==> src/rtl/qrd_pkg.sv <==
// Shared state type and default sizing for the delay/alignment buffer.
// Also holds the range check that decides whether a requested delay is accepted.
package qrd_pkg;

    localparam int DEFAULT_DATA_LENGTH = 8;
    localparam int DEFAULT_DEPTH       = 32;
    localparam int DEFAULT_P           = 22;

    typedef enum logic {
        FILL = 1'b0,
        RUN  = 1'b1
    } state_e;

    function automatic logic delayInRange(input int delay, input int depth);
        return (delay >= 1) && (delay <= depth);
    endfunction

endpackage

==> src/rtl/dpram_sync.sv <==
// Ring-buffer storage: one write port and one registered read port.
// When both ports hit the same address, the read returns the old contents.
module dpram_sync #(
    parameter  int WIDTH = 9,
    parameter  int DEPTH = 32,
    localparam int AW    = $clog2(DEPTH)
) (
    input  logic             clk,
    input  logic             wr_en_i,
    input  logic [AW-1:0]    wr_addr_i,
    input  logic [WIDTH-1:0] wr_data_i,
    input  logic [AW-1:0]    rd_addr_i,
    output logic [WIDTH-1:0] rd_data_o
);

    logic [WIDTH-1:0] mem_q [DEPTH];
    logic [WIDTH-1:0] rdData_q;

    // Non-blocking update gives read-before-write, which the full-depth delay relies on.
    always_ff @(posedge clk) begin
        if (wr_en_i) begin
            mem_q[wr_addr_i] <= wr_data_i;
        end
        rdData_q <= mem_q[rd_addr_i];
    end

    assign rd_data_o = rdData_q;

endmodule

==> src/rtl/delay_align_buffer.sv <==
// Programmable delay line: every sample is written to a ring buffer and read back D cycles later.
// A FILL/RUN state machine masks the output until D samples of the current configuration exist.
module delay_align_buffer
    import qrd_pkg::*;
#(
    parameter  int DATA_LENGTH = DEFAULT_DATA_LENGTH,
    parameter  int DEPTH       = DEFAULT_DEPTH,
    parameter  int P           = DEFAULT_P,
    localparam int AW          = $clog2(DEPTH),
    localparam int CW          = AW + 1
) (
    input  logic                   clk,
    input  logic                   rst,
    input  logic [DATA_LENGTH-1:0] din,
    input  logic                   din_valid,
    input  logic                   cfg_load,
    input  logic [CW-1:0]          cfg_delay,
    output logic [DATA_LENGTH-1:0] dout,
    output logic                   dout_valid,
    output logic                   busy,
    output logic                   cfg_err
);

    state_e               state_q, state_d;
    logic [AW-1:0]        wp_q;
    logic [CW-1:0]        dly_q, dly_d;
    logic [CW-1:0]        fillCnt_q, fillCnt_d;
    logic                 cfgErr_q, cfgErr_d;
    logic                 cfgValid;
    logic [AW-1:0]        rdAddr;
    logic [DATA_LENGTH:0] rdData;

    assign cfgValid = delayInRange(int'(cfg_delay), DEPTH);
    assign rdAddr   = wp_q - dly_q[AW-1:0];

    dpram_sync #(
        .WIDTH (DATA_LENGTH + 1),
        .DEPTH (DEPTH)
    ) u_ram (
        .clk       (clk),
        .wr_en_i   (1'b1),
        .wr_addr_i (wp_q),
        .wr_data_i ({din_valid, din}),
        .rd_addr_i (rdAddr),
        .rd_data_o (rdData)
    );

    always_ff @(posedge clk) begin
        if (rst) begin
            state_q   <= FILL;
            dly_q     <= CW'(P);
            fillCnt_q <= '0;
            wp_q      <= '0;
            cfgErr_q  <= 1'b0;
        end else begin
            state_q   <= state_d;
            dly_q     <= dly_d;
            fillCnt_q <= fillCnt_d;
            wp_q      <= wp_q + 1'b1;
            cfgErr_q  <= cfgErr_d;
        end
    end

    // fillCnt counts samples already captured for the current fill: reset drops the
    // reset-cycle sample, while a reconfiguration keeps the sample taken with cfg_load.
    always_comb begin
        state_d   = state_q;
        dly_d     = dly_q;
        fillCnt_d = fillCnt_q;
        cfgErr_d  = 1'b0;
        if (cfg_load && cfgValid) begin
            state_d   = FILL;
            dly_d     = cfg_delay;
            fillCnt_d = CW'(1);
        end else begin
            cfgErr_d = cfg_load;
            if (state_q == FILL) begin
                if (fillCnt_q == dly_q) begin
                    state_d = RUN;
                end else begin
                    fillCnt_d = fillCnt_q + 1'b1;
                end
            end
        end
    end

    always_comb begin
        busy       = (state_q == FILL);
        dout_valid = 1'b0;
        dout       = '0;
        if (state_q == RUN) begin
            dout_valid = rdData[DATA_LENGTH];
            dout       = rdData[DATA_LENGTH-1:0];
        end
    end

    assign cfg_err = cfgErr_q;

endmodule

==> config.mk <==
export PLATFORM = sky130hd
export DESIGN_NAME = delay_align_buffer
export DESIGN_NICKNAME = d
export VERILOG_FILES = /design/src/rtl/qrd_pkg.sv /design/src/rtl/dpram_sync.sv /design/src/rtl/delay_align_buffer.sv
export SDC_FILE = /design/constraint.sdc
export NUM_CORES = 1
export LEC_CHECK = 0
export BUFFER_PORTS_ARGS = -buffer_cell sky130_fd_sc_hd__clkbuf_2
export CORE_UTILIZATION = 35
export CTS_BUF_LIST = sky130_fd_sc_hd__clkbuf_8
export DETAILED_ROUTE_END_ITERATION = 16
export PLACE_DENSITY = 0.51
export SETUP_SLACK_MARGIN = 0.3
export SYNTH_ARGS = -nofsm -noshare
export SYNTH_HDL_FRONTEND = slang
export SYNTH_HIERARCHICAL = 1
export SYNTH_SLANG_ARGS = --single-unit
==> constraint.sdc <==
create_clock -name clk -period 4.4 [get_ports clk]
set_clock_uncertainty 0.2 [all_clocks]
set_input_delay 0.66 -clock clk [delete_from_list [all_inputs] [get_ports clk]]
set_output_delay 0.66 -clock clk [all_outputs]
set_load 0.03 [all_outputs]
==> summary.txt, run 1 <==
Synth
  – Yosys synthesis warning count: 6
  – Seq/Total Area, Yosys: 0.744
  – Post-synthesis cell type count: 37
  – Top area cells in the synthesized netlist: edfxtp_1 70%, mux4_2 16%, dfxtp_1 4.5%
  – Number of standard cells after synthesis: 592
  – Netlist Area Pre-Place: 12400 sq um
  – Dominant cell by count in the synthesized netlist: edfxtp_1
  – Share of Yosys cell area claimed by the top area cell type: 0.699
  – Commonest cells in the netlist: 288 x edfxtp_1, 90 x mux4_2, 46 x nor2_1
  – Count of flip-flops with a built-in enable after synthesis: approximately 290
  – Share of flip-flops with an asynchronous set or reset: 0
  – Average cell area after synthesis: 20.9 sq um
  – Post-synthesis register bit count: roughly 320
  – Main synth FF type: edfxtp_1
  – Library cell occupying the most area in the post-synthesis netlist: edfxtp_1

Layout
  – Fraction of final layout cells with drive strength greater than 1: 0.287
  – Area taken by multi-input logic gates: 3030 sq um
  – Filler cell count: 3087
  – Filler-free cell count of the finished design: 1156
  – Register area: 9210 sq um
  – Area growth from synthesis to layout: 12.9%
  – ANT cells: 0
  – Number of nets in the layout: roughly 680

Pwr
  – Power per cell area: 457 nW/um^2
  – Switching power of the nets: ~1.6 mW
  – Peak VDD IR: ~0.22 mV
  – Switching power share of the total: 0.243
  – Seq pwr share: 0.530
  – Clk network pwr share: 0.349
  – Design internal power: 4.83 mW
  – Fraction of power consumed by combinational cells: 0.120
  – Static leakage: 4.51 nW

Floorplan
  – Number of cell rows: 68
  – Horizontal die dimension: approximately 190 um
  – Floorplan core area: approximately 35000 sq um
  – Initial Util: 0.357
  – Die span in y: 190 um
  – I/O pin count: 29
  – Die area: 36100 sq um

CTS
  – Number of CTS-inserted buffers: 52
  – H-tree lvl count: 2
  – CTS-repair resized insts: 0
  – Root Buffer Master: clkbuf_8
  – Buffer depth of the longest clock path: 3
  – CTS Hold Bufs: 0
  – Source-to-sink clock delay at the later pin of the worst-skew pair: 0.57 ns
  – Number of clock sinks seen by CTS: around 320
  – Setup fix buffers added after clock tree synthesis: 0
  – TritonCTS clock tree: done
  – Clock transition at path regs: ~0.060 ns

Drt
  – Ratio of routed vias to standard cells: slightly above 5
  – Wire length reported by the detailed router: 27200 um
  – First-pass detailed-route iteration total: 5
  – Vias post-DR: 5946
  – Post-DRT Antenna Nets: 0
  – DRC violation count after routing: 0
  – Detailed Route Iter0 Violations: 551
  – Drt wl/cell: roughly 24 um

GRT
  – Leftover overflow at the end of global routing: 0
  – Met1 Track Usage GR: 0.215
  – Antenna violations before repair: 0
  – GR Util met2: 0.246
  – GRT Resource Usage Total: 0.156
  – Met3 layer usage reported by global route: 0.0365
  – Global-route wire length before repair: 40800 um
  – Via count of the first global-routing pass: 6263
  – Largest net degree at the start of global routing: 73
  – Most used routing layer in global routing: met2

Timing
  – Share of the clock period used by the worst path: 0.782
  – Final critical-path setup slack: 0.957 ns
  – Setup repair after global routing missed its margin: false
  – Final setup violation count: 0
  – Slew of the pin with the lowest slew margin: 1.32 ns
  – Minimum clock period: between 3 and 4 ns
  – Final worst hold slack: 0.128 ns
  – Final hold violation count: 0
  – Final sum of negative setup slack: 0 ns
  – Count of pins over their slew limit: 0
  – Worst slew margin: 0.114
  – F_max: just under 300 MHz

Setup path
  – Top fanout value on the critical path: ~70
  – CP max-delay cell: mux4_2
  – Critical Path End Type: flop
  – Most repeated library cell on the critical path: mux4_2
  – Worst path arrival time: 3.68 ns
  – WP data required: 4.64 ns
  – Worst stage delay on the critical path: 0.55 ns
  – Worst r2r src: wp_q[0]$_SDFF_PP0_
  – Crit-path cells: inv_1, ha_1, fa_1, xnor2_2, buf_12, mux4_2, mux4_2, mux2_2
  – Internal reg-to-reg setup slack: 0.96 ns
  – R2R Path End: u_ram/rd_data_o[4]$_DFF_P_
  – Top cell family by delay on the critical path: multiplexers
  – Startpoint-to-endpoint class of the critical path: flop to flop
  – Cells on worst reg2reg path: 8
  – Kind of launch point of the worst setup path: flop
  – Worst Path Buf+Inv: 2

Place
  – RD Place Congestion: roughly 0.79
  – Post-DP HPWL: 16900 um
  – Placed cell count: 1060
  – PortBufs: 28
  – Place WS: approximately 1.0 ns

Min path
  – Source of the worst hold timing path: cfg_delay[4]
  – Sink of the worst hold path: dly_q[4]$_SDFFE_PP1P_
  – Hold Path Depth: 3
  – Class of the tightest hold or removal check: primary input to flop

Flow run
  – Total of max-cap violations: 0

Status
  – Status: finished clean
## stage by stage
stage	power (mW)	cell area, sq um	utilization
floorplan	3.96	12400	-
global placement	4.22	13100	0.377
detailed placement	4.23	13100	0.377
CTS	6.48	14000	0.403
global route	6.65	14000	0.403
finish	6.38	14000	0.403
## flip-flops by register name, indices dropped and copies added (netlist names)
name / count
u_ram/mem_q: 288
u_ram/rd_data_o: 9
dly_q: 6
fillCnt_q: 6
wp_q: 5
cfg_err: 1
state_q: 1
## cells by family after synthesis
logic type | count (synthesis) | synth area share
buf+inv | 35 | 0.0134
simple gates | 98 | 0.0396
xor+xnor | 17 | 0.0120
flops | 316 | 0.744
fa+ha+maj | 7 | 0.00768
other cells | 1 | 0.000303
compound gates | 18 | 0.00991
mux | 100 | 0.173
## worst max path at each step
stage	from	to	cells after the start
detailed placement	wp_q[0]$_SDFF_PP0_	u_ram/rd_data_o[0]$_DFF_P_	8
finish	wp_q[0]$_SDFF_PP0_	u_ram/rd_data_o[4]$_DFF_P_	8
floorplan	wp_q[0]$_SDFF_PP0_	u_ram/rd_data_o[0]$_DFF_P_	9
global placement	wp_q[0]$_SDFF_PP0_	u_ram/rd_data_o[4]$_DFF_P_	8
CTS	wp_q[0]$_SDFF_PP0_	u_ram/rd_data_o[4]$_DFF_P_	8
global route	wp_q[0]$_SDFF_PP0_	u_ram/rd_data_o[4]$_DFF_P_	8
## placed cells by master (no fill, tap or decap), types with 2 or more instances in the layout
cell type and count:
a21o_1 3, a21oi_1 9, and2_1 10, and3_1 2, buf_12 3, buf_4 3, clkbuf_2 28, clkbuf_8 53
clkinv_1 17, clkinv_2 3, clkinvlp_4 2, conb_1 4, dfxtp_1 28, edfxtp_1 288, ha_1 6, inv_1 31
mux2_2 9, mux4_2 90, nand2_1 15, nand3_1 9, nand3b_1 5, nand4_1 2, nor2_1 46, o21ai_0 2
or3b_2 3, xnor2_1 7, xnor2_2 2, xor2_1 8
## power groups by stage
stage	sequential (mW)	clock (mW)	combinational [mW]
after floorplan	3.42	0	0.537
after global placement	3.45	0	0.773
after detailed placement	3.45	0	0.784
after CTS	3.39	2.31	0.788
after global routing	3.39	2.43	0.824
final	3.38	2.23	0.768
## cell type report
type                    count  area share
clock inverters            43      0.0124
well taps                 455      0.0407
clock buffers              53      0.0522
multi-input cells         244       0.217
inverters                  11     0.00313
repair buffers             34      0.0159
flip-flops and latches    316       0.659
## per-layer routing
layer  part of all wire  wire length [um]  up-vias
li1                   -                 -     2553
met1               0.44             11900     3156
met2               0.48             13100      188
met3              0.059              1600       49
met4              0.021               584        0
met5                  0                 0        -
## worst min-delay path, stage by stage
cell and delay [ns]:
clkbuf_2 0.09, nand2_1 0.05, nand3_1 0.07
Note: power is estimated with default switching activity, not from simulation.
==> run 2: changes to the inputs <==
--- a/config.mk
+++ b/config.mk
@@ -5,6 +5,7 @@
 export SDC_FILE = /design/constraint.sdc
 export NUM_CORES = 1
 export LEC_CHECK = 0
+export ABC_AREA = 1
 export BUFFER_PORTS_ARGS = -buffer_cell sky130_fd_sc_hd__clkbuf_2
 export CORE_UTILIZATION = 35
 export CTS_BUF_LIST = sky130_fd_sc_hd__clkbuf_8
==> constraint.sdc (replaced) <==
create_clock -name clk -period 3.2 [get_ports clk]
set_clock_uncertainty 0.2 [all_clocks]
set_input_delay 0.48 -clock clk [delete_from_list [all_inputs] [get_ports clk]]
set_output_delay 0.48 -clock clk [all_outputs]
set_load 0.03 [all_outputs]
==> run 2 against run 1 <==
Against the previous run:
- largest power group unchanged
- die area is 6.4% higher
- first-iteration DRC count up 13%
- synthesized cell count grew 100%
- critical path depth rose by 1
- utilization is 0.56 points higher
- combinational power is 100% higher
- critical endpoint is now u_ram/rd_data_o[3]$_DFF_P_
==> summary.txt, run 2 <==
CTS
  – TritonCTS clock tree: done
  – Buffer depth of the longest clock path: 3 (unchanged)
  – H-tree lvl count: 2 (unchanged)
  – Source-to-sink clock delay at the later pin of the worst-skew pair: 0.57 ns (about the same)
  – Clock transition at path regs: 0.06 ns (about the same)
  – Number of clock sinks seen by CTS: 316 (unchanged)
  – Number of CTS-inserted buffers: 53 (+1.9%)
  – Root Buffer Master: clkbuf_8

Synth
  – Share of Yosys cell area claimed by the top area cell type: 0.656 (-0.0424)
  – Library cell occupying the most area in the post-synthesis netlist: edfxtp_1
  – Top area cells in the synthesized netlist: edfxtp_1 66%, nand2_1 13%, nand3_1 9.0%
  – Number of standard cells after synthesis: 1198 (+100%)
  – Share of flip-flops with an asynchronous set or reset: 0 (unchanged)
  – Post-synthesis cell type count: 33 (-11%)
  – Yosys synthesis warning count: 6 (unchanged)
  – Dominant cell by count in the synthesized netlist: nand2_1
  – Netlist Area Pre-Place: 13200 sq um (+6.5%)
  – Commonest cells in the netlist: 443 x nand2_1, 288 x edfxtp_1, 236 x nand3_1
  – Seq/Total Area, Yosys: 0.699 (-0.0452)
  – Main synth FF type: edfxtp_1
  – Count of flip-flops with a built-in enable after synthesis: 288 (unchanged)
  – Average cell area after synthesis: 11.0 sq um (-47%)
  – Post-synthesis register bit count: 316 (unchanged)

Timing
  – F_max: 370 MHz (+27%)
  – Final hold violation count: 0 (unchanged)
  – Share of the clock period used by the worst path: 0.845 (+0.0628)
  – Setup repair after global routing missed its margin: false
  – Final sum of negative setup slack: 0 ns (unchanged)
  – Minimum clock period: 2.70 ns (-0.738 ns)
  – Count of pins over their slew limit: 0 (unchanged)
  – Final setup violation count: 0 (unchanged)
  – Slew of the pin with the lowest slew margin: 0.863 ns (-0.461 ns)
  – Worst slew margin: 0.425 (+0.311)

Drt
  – Post-DRT Antenna Nets: 0 (unchanged)
  – Vias post-DR: 8773 (+48%)
  – Drt wl/cell: 18.6 um (-21%)
  – Ratio of routed vias to standard cells: 4.91 (-4.6%)
  – Detailed Route Iter0 Violations: 623 (+13%)
  – First-pass detailed-route iteration total: 5 (unchanged)
  – DRC violation count after routing: 0 (unchanged)
  – Wire length reported by the detailed router: 33200 um (+22%)

Pwr
  – Static leakage: 5.85 nW (+30%)
  – Power per cell area: 633 nW/um^2 (+39%)
  – Peak VDD IR: 0.324 mV (+48%)

Layout
  – Area growth from synthesis to layout: 14.2%
  – Register containing the most flip-flops in the final layout: u_ram/mem_q
  – Post-layout instance area: 15000 sq um (+7.7%)
  – Number of nets in the layout: 1304 (+91%)
  – ANT cells: 0 (unchanged)
  – Flip-flop count of the largest register after layout: 288 (unchanged)
  – Commonest non-fill, non-tap cells in the layout: 443 x nand2_1, 288 x edfxtp_1, 236 x nand3_1
  – Filler cell count: 3600 (+17%)
  – Most frequent standard cell in the layout excluding fill and tap cells: nand2_1
  – Fraction of final layout cells with drive strength greater than 1: 0.128 (-0.159)

Setup path
  – Startpoint-to-endpoint class of the critical path: flop to flop
  – Critical Path End Type: flop
  – Worst path arrival time: 2.95 ns (-0.73 ns)
  – Internal reg-to-reg setup slack: 0.50 ns (-0.46 ns)
  – WP data required: 3.45 ns (-1.19 ns)
  – Top fanout value on the critical path: 9 (-88%)
  – Kind of launch point of the worst setup path: flop

Place
  – RD Place Congestion: 0.840 (+6.3%)
  – Post-DP HPWL: 19100 um (+13%)
  – PortBufs: 28 (unchanged)
  – Total placed instance area: 14000 sq um (+7.1%)

GRT
  – Antenna violations before repair: 0 (unchanged)
  – Leftover overflow at the end of global routing: 0 (unchanged)
  – GRT Resource Usage Total: 0.174 (+0.0180)
  – Via count of the first global-routing pass: 8369 (+34%)
  – Largest net degree at the start of global routing: 123 (+68%)
  – Global-route wire length before repair: 50700 um (+24%)

Floorplan
  – Die span in y: 196 um (+3.1%)
  – Initial Util: 0.358 (+0.000780)
  – Horizontal die dimension: 196 um (+3.1%)
  – Die area: 38400 sq um (+6.4%)
  – Floorplan core area: 36800 sq um (+6.2%)
  – I/O pin count: 29 (unchanged)
  – Number of cell rows: 70 (+2.9%)

Status
  – Status: finished clean

Flow run
  – Total of max-cap violations: 0 (unchanged)

Min path
  – Class of the tightest hold or removal check: primary input to flop
## run 2: kinds of logic after synthesis
| logic type | count (synthesis) | share of synthesized area |
|---|---|---|
| AOI/OAI and AO/OA | 20 | 0.00950 |
| DFF | 316 | 0.699 |
| adders and majority gates | 7 | 0.00722 |
| and+or+nand+nor | 739 | 0.238 |
| xor gates and xnor gates | 9 | 0.00598 |
| buffers and inverters | 106 | 0.0396 |
| other | 1 | 0.000285 |
## run 2: what timing repair did
item	in CTS	in global routing
setup endpoints to repair	0	5
hold endpoints to repair	10	0
resized for setup	0	2
hold buffers	6	0
setup buffers	0	0
## run 2: through the flow
step / util / power, mW / worst slack, ns / std cells / hold slack (ns)
finish: 0.409 / 9.53 / 0.495 / 1787 / 0.0367
floorplan: - / 5.73 / 0.825 / 1201 / 0.243
detailed placement: 0.381 / 6.29 / 0.526 / 1686 / 0.265
global placement: 0.381 / 6.29 / 0.531 / 1686 / 0.262
CTS: 0.409 / 9.62 / 0.493 / 1787 / 0.00365
global route: 0.409 / 9.98 / 0.305 / 1787 / 0.0747
## run 2: worst max-delay path, cell delays in order, from the launching register on
cell and delay [ns]:
dfxtp_1 0.43, inv_1 0.07, ha_1 0.22, fa_1 0.43, nor2_1 0.14, a211oi_1 0.06, xor2_1 0.39, clkinv_1 0.36
nand2_1 0.20, nand2_1 0.07
## run 2: area by class of cell
| type | count | area (sq um) | share of cell area |
|---|---|---|---|
| Tap cell | 468 | 586 | 0.0389 |
| Clock buffer | 59 | 812 | 0.0540 |
| Inverter | 48 | 188 | 0.0125 |
| Clock inverter | 36 | 168 | 0.0111 |
| Sequential cell | 316 | 9210 | 0.612 |
| Multi-Input combinational cell | 779 | 3460 | 0.230 |
| Timing Repair Buffer | 81 | 623 | 0.0414 |
## run 2: power by group
part	internal [mW]	switching, mW
Clock	1.76	1.56
Combinational	0.450	1.12
Sequential	4.60	0.0372
Total	6.81	2.72
## run 2: worst paths after layout
kind / start / endpoint / cells past startpoint
worst max-delay path: wp_q[0]$_SDFF_PP0_ / u_ram/rd_data_o[3]$_DFF_P_ / 9
worst min-delay path: cfg_delay[5] / dly_q[5]$_SDFFE_PP0P_ / 3
worst max register to register: wp_q[0]$_SDFF_PP0_ / u_ram/rd_data_o[3]$_DFF_P_ / 9
worst min register to register: dly_q[5]$_SDFFE_PP0P_ / dly_q[5]$_SDFFE_PP0P_ / 2
## run 2: layer usage
layer  vias to the layer above  routed length, um  global-route usage  share of wire
met5                         -                  0                   0              0
met4                         0                560              0.0434          0.017
met3                        48               1660              0.0278          0.050
met2                       208              14300               0.257           0.43
met1                      4259              16600               0.266           0.50
li1                       4258                  -                   -              -
==> run 3: changes to the inputs <==
--- a/config.mk
+++ b/config.mk
@@ -5,7 +5,7 @@
 export SDC_FILE = /design/constraint.sdc
 export NUM_CORES = 1
 export LEC_CHECK = 0
-export ABC_AREA = 1
+export ABC_AREA = 0
 export BUFFER_PORTS_ARGS = -buffer_cell sky130_fd_sc_hd__clkbuf_2
 export CORE_UTILIZATION = 35
 export CTS_BUF_LIST = sky130_fd_sc_hd__clkbuf_8
==> constraint.sdc (replaced) <==
create_clock -name clk -period 2.5 [get_ports clk]
set_clock_uncertainty 0.2 [all_clocks]
set_input_delay 0.375 -clock clk [delete_from_list [all_inputs] [get_ports clk]]
set_output_delay 0.375 -clock clk [all_outputs]
set_load 0.03 [all_outputs]
==> run 3 against run 2 <==
Against the previous run:
- the flow now finishes with violations (negative setup slack)
- sequential power grew 29%
- first-iteration DRC count shrank 22%
- fmax shrank 9.8%
- sequential share of layout area grew 0.58 points
- register-to-register slack lost 0.99 ns
- clock power grew 19%
- hold slack gained 0.27 ns
- critical path depth grew 1
- setup slack lost 0.99 ns
- largest cell class unchanged
==> summary.txt, run 3 (synthesis gave the netlist of run 1 again) <==
Status
  – Status: complete, but fails checks
  – Violations in the final reports: negative setup slack

Layout
  – Number of nets in the layout: 766 (-41%)
  – Area growth from synthesis to layout: 20.5%
  – Register containing the most flip-flops in the final layout: u_ram/mem_q
  – Post-layout instance area: 14900 sq um (-0.88%)
  – Commonest non-fill, non-tap cells in the layout: 288 x edfxtp_1, 90 x mux4_2, 58 x buf_4
  – Most frequent standard cell in the layout excluding fill and tap cells: edfxtp_1
  – ANT cells: 0 (unchanged)
  – Filler cell count: 2967 (-18%)
  – Filler-free cell count of the finished design: 1237 (-31%)
  – Flip-flop count of the largest register after layout: 288 (unchanged)
  – Fraction of final layout cells with drive strength greater than 1: 0.358 (+0.230)

Timing
  – Final setup violation count: 9 (+9)
  – F_max: 333 MHz (-9.8%)
  – Count of pins over their slew limit: 0 (unchanged)
  – Slew of the pin with the lowest slew margin: 0.776 ns (-0.0864 ns)
  – Final worst hold slack: 0.303 ns (+0.267 ns)
  – Minimum clock period: 3.00 ns (+0.294 ns)
  – Final hold violation count: 0 (unchanged)
  – Final critical-path setup slack: -0.499 ns (-0.994 ns)
  – Share of the clock period used by the worst path: 1.20 (+0.354)
  – Setup repair after global routing missed its margin: true
  – Worst slew margin: 0.483 (+0.0576)
  – Final sum of negative setup slack: -4.28 ns (-4.28 ns)

Drt
  – Ratio of routed vias to standard cells: 5.00 (+1.8%)
  – Wire length reported by the detailed router: 29200 um (-12%)
  – Drt wl/cell: 23.6 um (+27%)
  – Post-DRT Antenna Nets: 0 (unchanged)
  – DRC violation count after routing: 0 (unchanged)
  – Detailed Route Iter0 Violations: 487 (-22%)
  – First-pass detailed-route iteration total: 5 (unchanged)
  – Vias post-DR: 6181 (-30%)

GRT
  – Met1 Track Usage GR: 0.224 (-0.0413)
  – Largest net degree at the start of global routing: 33 (-73%)
  – Leftover overflow at the end of global routing: 0 (unchanged)
  – Global-route wire length before repair: 42600 um (-16%)
  – Antenna violations before repair: 0 (unchanged)
  – Most used routing layer in global routing: met2
  – GRT Resource Usage Total: 0.165 (-0.00943)
  – Via count of the first global-routing pass: 6488 (-22%)
  – GR Util met2: 0.268 (+0.0110)
  – Met3 layer usage reported by global route: 0.0350 (+0.00720)

CTS
  – Number of CTS-inserted buffers: 51 (-3.8%)
  – TritonCTS clock tree: done
  – Clock transition at path regs: 0.06 ns (about the same)
  – Buffer depth of the longest clock path: 3 (unchanged)
  – Root Buffer Master: clkbuf_8
  – Number of clock sinks seen by CTS: 316 (unchanged)
  – Source-to-sink clock delay at the later pin of the worst-skew pair: 0.57 ns (about the same)
  – H-tree lvl count: 2 (unchanged)

Pwr
  – Peak VDD IR: 0.386 mV (+19%)
  – Static leakage: 5.05 nW (-14%)
  – Power per cell area: 792 nW/um^2 (+25%)
  – Total chip power: 11.8 mW (+24%)

Floorplan
  – Die span in y: 190 um (-3.1%)
  – Floorplan core area: 34600 sq um (-5.9%)
  – I/O pin count: 29 (unchanged)
  – Initial Util: 0.357 (-0.000780)
  – Horizontal die dimension: 190 um (-3.1%)
  – Number of cell rows: 68 (-2.9%)
  – Die area: 36100 sq um (-6.0%)

Setup path
  – Top fanout value on the critical path: 7 (-2)
  – Critical Path End Type: flop
  – Internal reg-to-reg setup slack: -0.50 ns (-0.99 ns)
  – WP data required: 2.75 ns (-0.70 ns)
  – Kind of launch point of the worst setup path: flop
  – Worst path arrival time: 3.25 ns (+0.30 ns)
  – Startpoint-to-endpoint class of the critical path: flop to flop

Flow run
  – Total of max-cap violations: 0 (unchanged)

Place
  – RD Place Congestion: 0.841 (+0.12%)
  – Total placed instance area: 13600 sq um (-2.6%)
  – Post-DP HPWL: 18800 um (-1.6%)
  – Placed cell count: 1116 (-34%)
  – PortBufs: 28 (unchanged)

Min path
  – Class of the tightest hold or removal check: flop to flop
[run 3: what timing repair did]
| action | 4_1_cts | 5_1_grt |
|---|---|---|
| hold buffers | 8 | 0 |
| pin swaps | 2 | 1 |
| endpoints found under the hold margin | 13 | 0 |
| resized for setup | 10 | 8 |
| setup endpoints to repair | 19 | 9 |
| setup buffers | 8 | 8 |
| cloned | 0 | 3 |
[run 3: final timing paths]
check             cells after the start             startpoint                         end
setup / recovery                     10     wp_q[0]$_SDFF_PP0_  u_ram/rd_data_o[6]$_DFF_P_
hold / removal                        2  dly_q[5]$_SDFFE_PP0P_       dly_q[5]$_SDFFE_PP0P_
setup reg to reg                     10     wp_q[0]$_SDFF_PP0_  u_ram/rd_data_o[6]$_DFF_P_
hold reg to reg                       2  dly_q[5]$_SDFFE_PP0P_       dly_q[5]$_SDFFE_PP0P_
[run 3: layout make-up]
| class | count | area [sq um] | share of cell area |
|---|---|---|---|
| clock buffer | 52 | 716 | 0.0480 |
| clock inverter | 42 | 195 | 0.0131 |
| inverter | 11 | 46.3 | 0.00310 |
| multi-input combinational | 244 | 3070 | 0.206 |
| sequential | 316 | 9210 | 0.618 |
| tap | 455 | 569 | 0.0382 |
| timing repair buffer | 117 | 1100 | 0.0740 |
[run 3: per-layer routing]
| metal | wire length [um] | up-vias |
|---|---|---|
| li1 | - | 2712 |
| met1 | 12500 | 3243 |
| met2 | 14200 | 182 |
| met3 | 2020 | 44 |
| met4 | 525 | 0 |
| met5 | 0 | - |
[run 3: critical path: stages, from the launching register on]
cell	delay, ns
dfxtp_4	0.35
inv_4	0.03
ha_4	0.15
fa_2	0.36
xnor2_2	0.19
buf_12	0.16
buf_12	0.14
buf_12	0.12
mux4_2	0.32
mux4_2	0.55
mux2_4	0.28
[run 3: power breakdown]
group | leakage (nW) | internal, mW | switching, mW
Clock | 0.526 | 2.03 | 1.92
Combinational | 1.70 | 1.05 | 0.843
Sequential | 2.83 | 5.88 | 0.0863
Total | 5.05 | 8.96 | 2.85
[run 3: metrics by stage]
stage | worst slack [ns] | utilization
final | -0.499 | 0.431
after CTS | -0.562 | 0.426
after floorplan | -0.258 | -
after global routing | -0.553 | 0.431
after global placement | -0.557 | 0.394
after detailed placement | -0.548 | 0.394
